**src/rtl/ifetch_queue.sv**
```systemverilog
// Instruction fetch queue: issues in-order imem requests for pc_i and pairs each
// response with its PC for decode. Optional same-cycle bypass via `IFQ_BYPASS_EN.
module ifetch_queue #(
  parameter int unsigned DEPTH = 4
) (
  input  logic        clk_i,
  input  logic        rst_i,
  input  logic [31:0] pc_i,
  output logic        pc_taken_o,
  output logic        imem_req_o,
  output logic [31:0] imem_addr_o,
  input  logic        imem_gnt_i,
  input  logic        imem_rvalid_i,
  input  logic [31:0] imem_rdata_i,
  input  logic        flush_i,
  output logic        instr_valid_o,
  output logic [31:0] instr_o,
  output logic [31:0] instr_pc_o,
  input  logic        instr_ready_i
);

  localparam int unsigned AW = $clog2(DEPTH);
  localparam int unsigned PW = AW + 1;
  localparam logic [PW:0] DEPTH_W = (PW + 1)'(DEPTH);

  typedef struct packed {
    logic [31:0] pc;
    logic [31:0] data;
    logic        filled;
  } entry_t;

  entry_t        entry_q [DEPTH];
  logic [PW-1:0] alloc_q, alloc_d;
  logic [PW-1:0] fill_q, fill_d;
  logic [PW-1:0] read_q, read_d;
  logic [PW-1:0] disc_q, disc_d;

  logic [PW-1:0] occupancy;
  logic [PW-1:0] outstanding;
  logic          credit;
  logic          grant;
  logic          rsp_drop;
  logic          rsp_fill;
  logic          byp_hit;
  logic          pop;
  logic          byp_consume;
  entry_t        head;

  assign occupancy   = alloc_q - read_q;
  assign outstanding = alloc_q - fill_q;
  // Discarded in-flight responses still occupy memory-side slots, so they consume credit.
  assign credit      = ({1'b0, occupancy} + {1'b0, disc_q}) < DEPTH_W;

  // A response with nothing outstanding and nothing to discard is a protocol error; ignore it.
  assign rsp_drop = imem_rvalid_i && (disc_q != '0);
  assign rsp_fill = imem_rvalid_i && (disc_q == '0) && (outstanding != '0);

  assign imem_req_o  = !rst_i && !flush_i && credit;
  assign imem_addr_o = {pc_i[31:2], 2'b00};
  assign grant       = imem_req_o && imem_gnt_i;
  assign pc_taken_o  = grant;

  assign head = entry_q[read_q[AW-1:0]];

`ifdef IFQ_BYPASS_EN
  assign byp_hit    = rsp_fill && (fill_q == read_q);
  assign instr_o    = byp_hit ? imem_rdata_i : head.data;
`else
  assign byp_hit    = 1'b0;
  assign instr_o    = head.data;
`endif
  assign instr_pc_o = head.pc;

  assign instr_valid_o = !rst_i && !flush_i &&
                         (((fill_q != read_q) && head.filled) || byp_hit);
  assign pop           = instr_valid_o && instr_ready_i;
  assign byp_consume   = byp_hit && pop;

  always_comb begin
    // NOTE: every next-state signal gets a default first so no path leaves it unassigned (no latch).
    alloc_d = alloc_q + PW'(grant);
    fill_d  = fill_q + PW'(rsp_fill);
    read_d  = read_q + PW'(pop);
    disc_d  = disc_q - PW'(rsp_drop);
    if (flush_i) begin
      alloc_d = '0;
      fill_d  = '0;
      read_d  = '0;
      disc_d  = (outstanding - PW'(rsp_fill)) + (disc_q - PW'(rsp_drop));
    end
  end

  // NOTE: sequential state uses non-blocking assignments so all registers update from pre-edge values.
  always_ff @(posedge clk_i) begin
    if (rst_i) begin
      alloc_q <= '0;
      fill_q  <= '0;
      read_q  <= '0;
      disc_q  <= '0;
      // NOTE: the queue array is small and instr_o/instr_pc_o must read 0 out of reset, so it is reset too.
      for (int i = 0; i < DEPTH; i++) entry_q[i] <= '0;
    end else begin
      alloc_q <= alloc_d;
      fill_q  <= fill_d;
      read_q  <= read_d;
      disc_q  <= disc_d;
      if (grant) begin
        entry_q[alloc_q[AW-1:0]].pc     <= pc_i;
        entry_q[alloc_q[AW-1:0]].filled <= 1'b0;
      end
      if (rsp_fill && !byp_consume && !flush_i) begin
        entry_q[fill_q[AW-1:0]].data   <= imem_rdata_i;
        entry_q[fill_q[AW-1:0]].filled <= 1'b1;
      end
    end
  end

endmodule

```
**config.mk**
```make
export PLATFORM = sky130hd
export DESIGN_NAME = ifetch_queue
export DESIGN_NICKNAME = d
export VERILOG_FILES = /design/src/rtl/ifetch_queue.sv
export SDC_FILE = /design/constraint.sdc
export NUM_CORES = 1
export LEC_CHECK = 0
export ABC_AREA = 1
export CORE_MARGIN = 2
export CORE_UTILIZATION = 59
export DETAILED_ROUTE_END_ITERATION = 8
export PLACE_DENSITY = 0.87
export SLEW_MARGIN = 20
export SYNTH_ARGS = -nofsm -noshare
export SYNTH_HDL_FRONTEND = slang
export SYNTH_SLANG_ARGS = --single-unit
```
**constraint.sdc**
```tcl
create_clock -name clk_i -period 7.8 [get_ports clk_i]
set_clock_uncertainty 0.05 [all_clocks]
set_input_delay 1.95 -clock clk_i [delete_from_list [all_inputs] [get_ports clk_i]]
set_output_delay 1.95 -clock clk_i [all_outputs]
set_load 0.01 [all_outputs]
```
-- Yosys cells after proc, flatten, opt, wreduce, memory -nomap -nowiden
Memories as Yosys holds them, arrays and structs flattened. A register that Yosys moved wholly into a read port is not among the register bits.
Index checks and enable logic that the tools add are counted.
- order comparisons: 1
- reduce and logical (&&, ||, !) cells: 18
- add/sub/neg operators: 9
- mux-type cells: 16
- eq/ne operators: 1
- operators by type and width (operator ; number):
    2-to-1 mux 65 bit ; 2
    OR reduction 65 bit ; 2
    logical AND 1 bit ; 10
    2-to-1 mux 2 bit ; 5
    adder 3 x 1 -> 3 bit ; 3
    2-to-1 mux 1 bit ; 8
    nonzero test 3 bit ; 2
    subtractor 3 x 1 -> 3 bit ; 2
    subtractor 3 bit ; 2
    adder 3 x 3 -> 4 bit ; 1
    < comparator 4 x 3 -> 1 bit, second input constant ; 1
    adder 3 bit ; 1
    zero test 3 bit ; 1
    2-to-1 mux 3 bit ; 1
    inequality test 3 bit ; 1
    zero test 1 bit ; 2
    OR reduction 2 bit ; 1
- output and inout bits: 99
- memories kept: 1
- word-level logic and storage cells: 50
- bits of input ports: 70
- bits in writable memories: 260
- register bits: 12
- memories (name ; depth ; bits a word ; rd ports ; clocked after memory_dff ; wr ports ; line ; source):
    entry_q ; 4 ; 65 ; 1 ; 1 ; 4 ; 32 ; entry_t entry_q [DEPTH];

-- Longest topological paths before layout
- word-level depth: 10
- depth in mapped cells: 24
- gate-level depth less buffers: 24

-- Worst setup path after synthesis
OpenSTA, ideal clock, no wires.
- path kind: in2out
- from: input port rst_i
- to: output port pc_taken_o
- path buffers: 1
- stages on the path: 6
- required time: 5.800 ns
- path slack: 3.021 ns
- data arrival time: 2.779 ns
- path through: nor2_8 -> nand2_4 -> nor2_8 -> nand2_2 -> buf_2 -> inv_2
- cells in the longest elaborated chain, start to end: 4
- ends and longest elaborated chain (item ; line ; source):
    start, declared ; 7 ; input logic rst_i,
    zero test 1 bit ; 58 ; assign imem_req_o = !rst_i && !flush_i && credit;
    logical AND 1 bit (2 in series) ; 58 ;
    named net imem_req_o ; 10 ; output logic imem_req_o,
    logical AND 1 bit ; 60 ; assign grant = imem_req_o && imem_gnt_i;
    end, declared ; 9 ; output logic pc_taken_o,
The timed path passes the listed nets, and every way through them passes these cells.

-- Worst setup path after layout
- from: input port flush_i
- to: output port pc_taken_o
- cells in the longest elaborated chain, start to end: 4
- ends and longest elaborated chain (item ; line ; source):
    start, declared ; 15 ; input logic flush_i,
    zero test 1 bit ; 58 ;
    logical AND 1 bit (2 in series) ; 58 ;
    logical AND 1 bit ; 60 ;
Every way passes these cells.

==> reports/results.tsv <==
metric	value	unit
area inside the core boundary	20400	um2
endpoint kind of the worst setup timing path	output port	
post-synthesis simple-gate area fraction	0.156	
Power per Cell Area	213	nW/um2
fraction of final layout cells with drive strength greater than 1	0.0511	
Adder-Cell Fraction of Synth Area	0.0201	
CTS clk-pin slew, worst paths	0.06	ns
effective utilization at floorplan	0.605	
number of buffers on the longest clock path	3	
critical-path maximum fanout	33	
total of flip-flops plus latches after synthesis	272	
pre-CTS setup slack	1.53	ns
number of buffers created by CTS	27	
starting DRC count in detailed routing	901	
HPWL after detailed placement	15.8	mm
DRC violation count after routing	0	
Via density	5.66	
number of port buffers	166	
library cells used by synthesis	32	
setup repair after global routing missed its margin	false	
post-layout minimum cycle time	6.29	ns
result of the run	finished clean	
total routed wirelength	27.8	mm
dominant cell by count in the synthesized netlist	sky130_fd_sc_hd__nor2_1	
layout-stage area growth over the synthesis result	18.9	%
total gr overflow	0	
most frequent cells after synthesis	sky130_fd_sc_hd__nor2_1 (369), sky130_fd_sc_hd__edfxtp_1 (256), sky130_fd_sc_hd__o21ai_0 (133), sky130_fd_sc_hd__inv_1 (98), sky130_fd_sc_hd__o22ai_1 (65)	
Worst Hold Class	reg -> reg	
CTS tree	yes	
via count of the routed design	8835	
global-route wire length before repair	43.5	mm
post-placement cell area	13800	um2
predominant post-synthesis flop cell	sky130_fd_sc_hd__edfxtp_1	
top cells by area in the synthesized netlist	sky130_fd_sc_hd__edfxtp_1 (62%), sky130_fd_sc_hd__nor2_1 (11%), sky130_fd_sc_hd__o21ai_0 (5.4%), sky130_fd_sc_hd__o22ai_1 (3.3%), sky130_fd_sc_hd__inv_1 (3.0%)	
Critical Setup Path Class	in -> out	
clock sink count	272	
arrival time reported for the critical path endpoint	4.29	ns
vias in the first global route	8735	
max-cap viol count	0	
Hold Vio Cnt, Final	0	
sort of element at the start of the critical path	input port	
synthesized area divided by synthesized cell count	10.6	um2
Total Negative Setup Slacks	0	ns
largest family of logic cells by synthesized area	simple AND/OR/NAND/NOR gates	
Static Leakage	0.00592	uW
Setup-failing EPs final	0	
VDD IR max	0.000186	V
part of the Yosys area used for sequential elements	0.649	
termination of the worst setup path	pc_taken_o	
worst reg2reg startpoint	alloc_q[0]$_SDFF_PP0_	
total of warnings raised by yosys	0	
fraction of synthesized area in multiplexers	0	
number of pins exceeding their max-slew limit in the final report	0	
worst hold slack	0.423	ns
area of the mapped netlist	12300	um2
number of instances resized during post-cts repair	0	
number of cells traversed by the worst register-to-register path	13	
reg2reg end	entry_q[2][38]$_SDFFCE_PN0P_	
final non-filler cell area	14700	um2
compound-cell area share of the yosys netlist	0.0887	
overall die width	149	um
clock latency reported for the late side of the worst-skew pair	0.53	ns
final routed wire length divided by cell count	17.8	um
Post-Syn Instances	1164	
Nets	1359	
Die Y-Extent	149	um
DRT Pass-1 Iters	5	
worst setup slack after layout	1.51	ns
GRT Overall Usage	0.251	
antenna diode count	0	
antenna violations before repair	0	
critical path required time	5.80	ns
proportion of netlist area held by the largest area contributor	0.624	
weighted congestion reported at the end of routability-driven placement	0.781	
post-synthesis async set-or-reset flop share	0	
cts-stage hold buffer count	0	
transition time of the tightest slew-check pin	0.960	ns
Die ar.	22100	um2
I/O pin total	169	
Fmax	0.159	GHz
biggest area consumer among synthesized cells	sky130_fd_sc_hd__edfxtp_1	
Crit. Startpoint	flush_i	
share of the synthesized netlist area taken by xor and xnor gates	0.00568	
share of the clock period used by the worst path	0.807	
Max-slew headroom	0.360	
ANT nets after route	0	
number of placement rows	52	
Register-to-Register Setup Slack	4.00	ns
maximum number of pins on one net before global-route repair	115	
post-layout power	3130	uW
CTS Root Buffer Type	sky130_fd_sc_hd__clkbuf_16	
H-tree lvl count	1	
EDFF count, synth	256	
buffers inserted during post-CTS setup optimization	0	
[power by group]
part	internal, uW	leakage [uW]	switching, uW
clock network	668	0.000396	523
registers	1650	0.00278	17.3
logic	114	0.00275	148
[metal layers]
layer	vias to the layer above	track usage	wire length [um]
met5	-	0	0
met3	70	0.0393	2530
met2	445	0.431	13800
met4	0	0.0995	871
met1	4170	0.323	10700
li1	4150	-	-
[critical path, cell delays in order]
cell	delay, ns
sky130_fd_sc_hd__clkdlybuf4s50_1	0.53
sky130_fd_sc_hd__nor2_8	0.27
sky130_fd_sc_hd__nand2_4	0.10
sky130_fd_sc_hd__nor2_8	0.19
sky130_fd_sc_hd__nand2_2	0.47
sky130_fd_sc_hd__inv_2	0.19
sky130_fd_sc_hd__clkdlybuf4s50_1	0.58
[logic make-up after synthesis]
kind of cell               after synthesis
DFF                                    272
and+or+nand+nor                        457
xor gates and xnor gates                 8
adders and majority gates               18
other                                    1
buffers and inverters                  206
AOI/OAI and AO/OA                      202
[registers in the layout (all words and copies together) (netlist names)]
name,cells
alloc_q,3
disc_q,3
entry_q,260
fill_q,3
read_q,3
[stage by stage]
step,cells,utilization
2_1_floorplan,1165,-
3_3_place_gp,1512,0.680
3_5_place_dp,1512,0.680
4_1_cts,1562,0.719
5_1_grt,1562,0.720
6_report,1562,0.720
[cell usage in the layout, fill, tap and decap left out, types with 2 or more instances in the layout]
| cell type | synthesis | layout |
|---|---|---|
| sky130_fd_sc_hd__inv_1 | 98 | 96 |
| sky130_fd_sc_hd__inv_2 | 3 | 4 |
| sky130_fd_sc_hd__nand3_1 | 12 | 12 |
| sky130_fd_sc_hd__nand4_1 | 3 | 3 |
| sky130_fd_sc_hd__o21ai_0 | 133 | 133 |
| sky130_fd_sc_hd__clkdlybuf4s50_1 | 0 | 166 |
| sky130_fd_sc_hd__nor3_1 | 32 | 32 |
| sky130_fd_sc_hd__edfxtp_1 | 256 | 256 |
| sky130_fd_sc_hd__ha_1 | 15 | 15 |
| sky130_fd_sc_hd__clkinv_2 | 0 | 5 |
| sky130_fd_sc_hd__nand3b_4 | 2 | 2 |
| sky130_fd_sc_hd__clkinv_1 | 1 | 11 |
| sky130_fd_sc_hd__o22ai_1 | 65 | 65 |
| sky130_fd_sc_hd__nor2_8 | 2 | 2 |
| sky130_fd_sc_hd__nand4_4 | 3 | 3 |
| sky130_fd_sc_hd__buf_4 | 32 | 13 |
| sky130_fd_sc_hd__nand2_1 | 31 | 31 |
| sky130_fd_sc_hd__xnor2_1 | 7 | 7 |
| sky130_fd_sc_hd__clkbuf_1 | 36 | 6 |
| sky130_fd_sc_hd__nor2_1 | 369 | 369 |
| sky130_fd_sc_hd__dfxtp_1 | 16 | 14 |
| sky130_fd_sc_hd__a21oi_1 | 2 | 2 |
| sky130_fd_sc_hd__fa_1 | 3 | 3 |
| sky130_fd_sc_hd__clkbuf_16 | 0 | 27 |
| sky130_fd_sc_hd__conb_1 | 1 | 2 |
[worst min-delay path by stage]
stage                                     from                    endpoint  slack [ns]  cells past startpoint
floorplan           entry_q[2][0]$_SDFFE_PP1P_  entry_q[2][0]$_SDFFE_PP1P_        0.39                      2
global placement    entry_q[2][0]$_SDFFE_PP1P_  entry_q[2][0]$_SDFFE_PP1P_        0.40                      2
detailed placement  entry_q[2][0]$_SDFFE_PP1P_  entry_q[2][0]$_SDFFE_PP1P_        0.41                      2
CTS                 entry_q[2][0]$_SDFFE_PP1P_  entry_q[2][0]$_SDFFE_PP1P_        0.43                      2
global route        entry_q[3][0]$_SDFFE_PP1P_  entry_q[3][0]$_SDFFE_PP1P_        0.45                      2
finish              entry_q[2][0]$_SDFFE_PP1P_  entry_q[2][0]$_SDFFE_PP1P_        0.42                      2
[final cells by class]
type | instances | area [um2]
flip-flops and latches | 272 | 8010
fillers | 1362 | 5710
multi-input cells | 687 | 3340
repair buffers | 180 | 1770
clock buffers | 33 | 698
inverters | 103 | 390
well taps | 270 | 338
clock inverters | 17 | 108
Note: power is estimated with default switching activity, not from simulation.
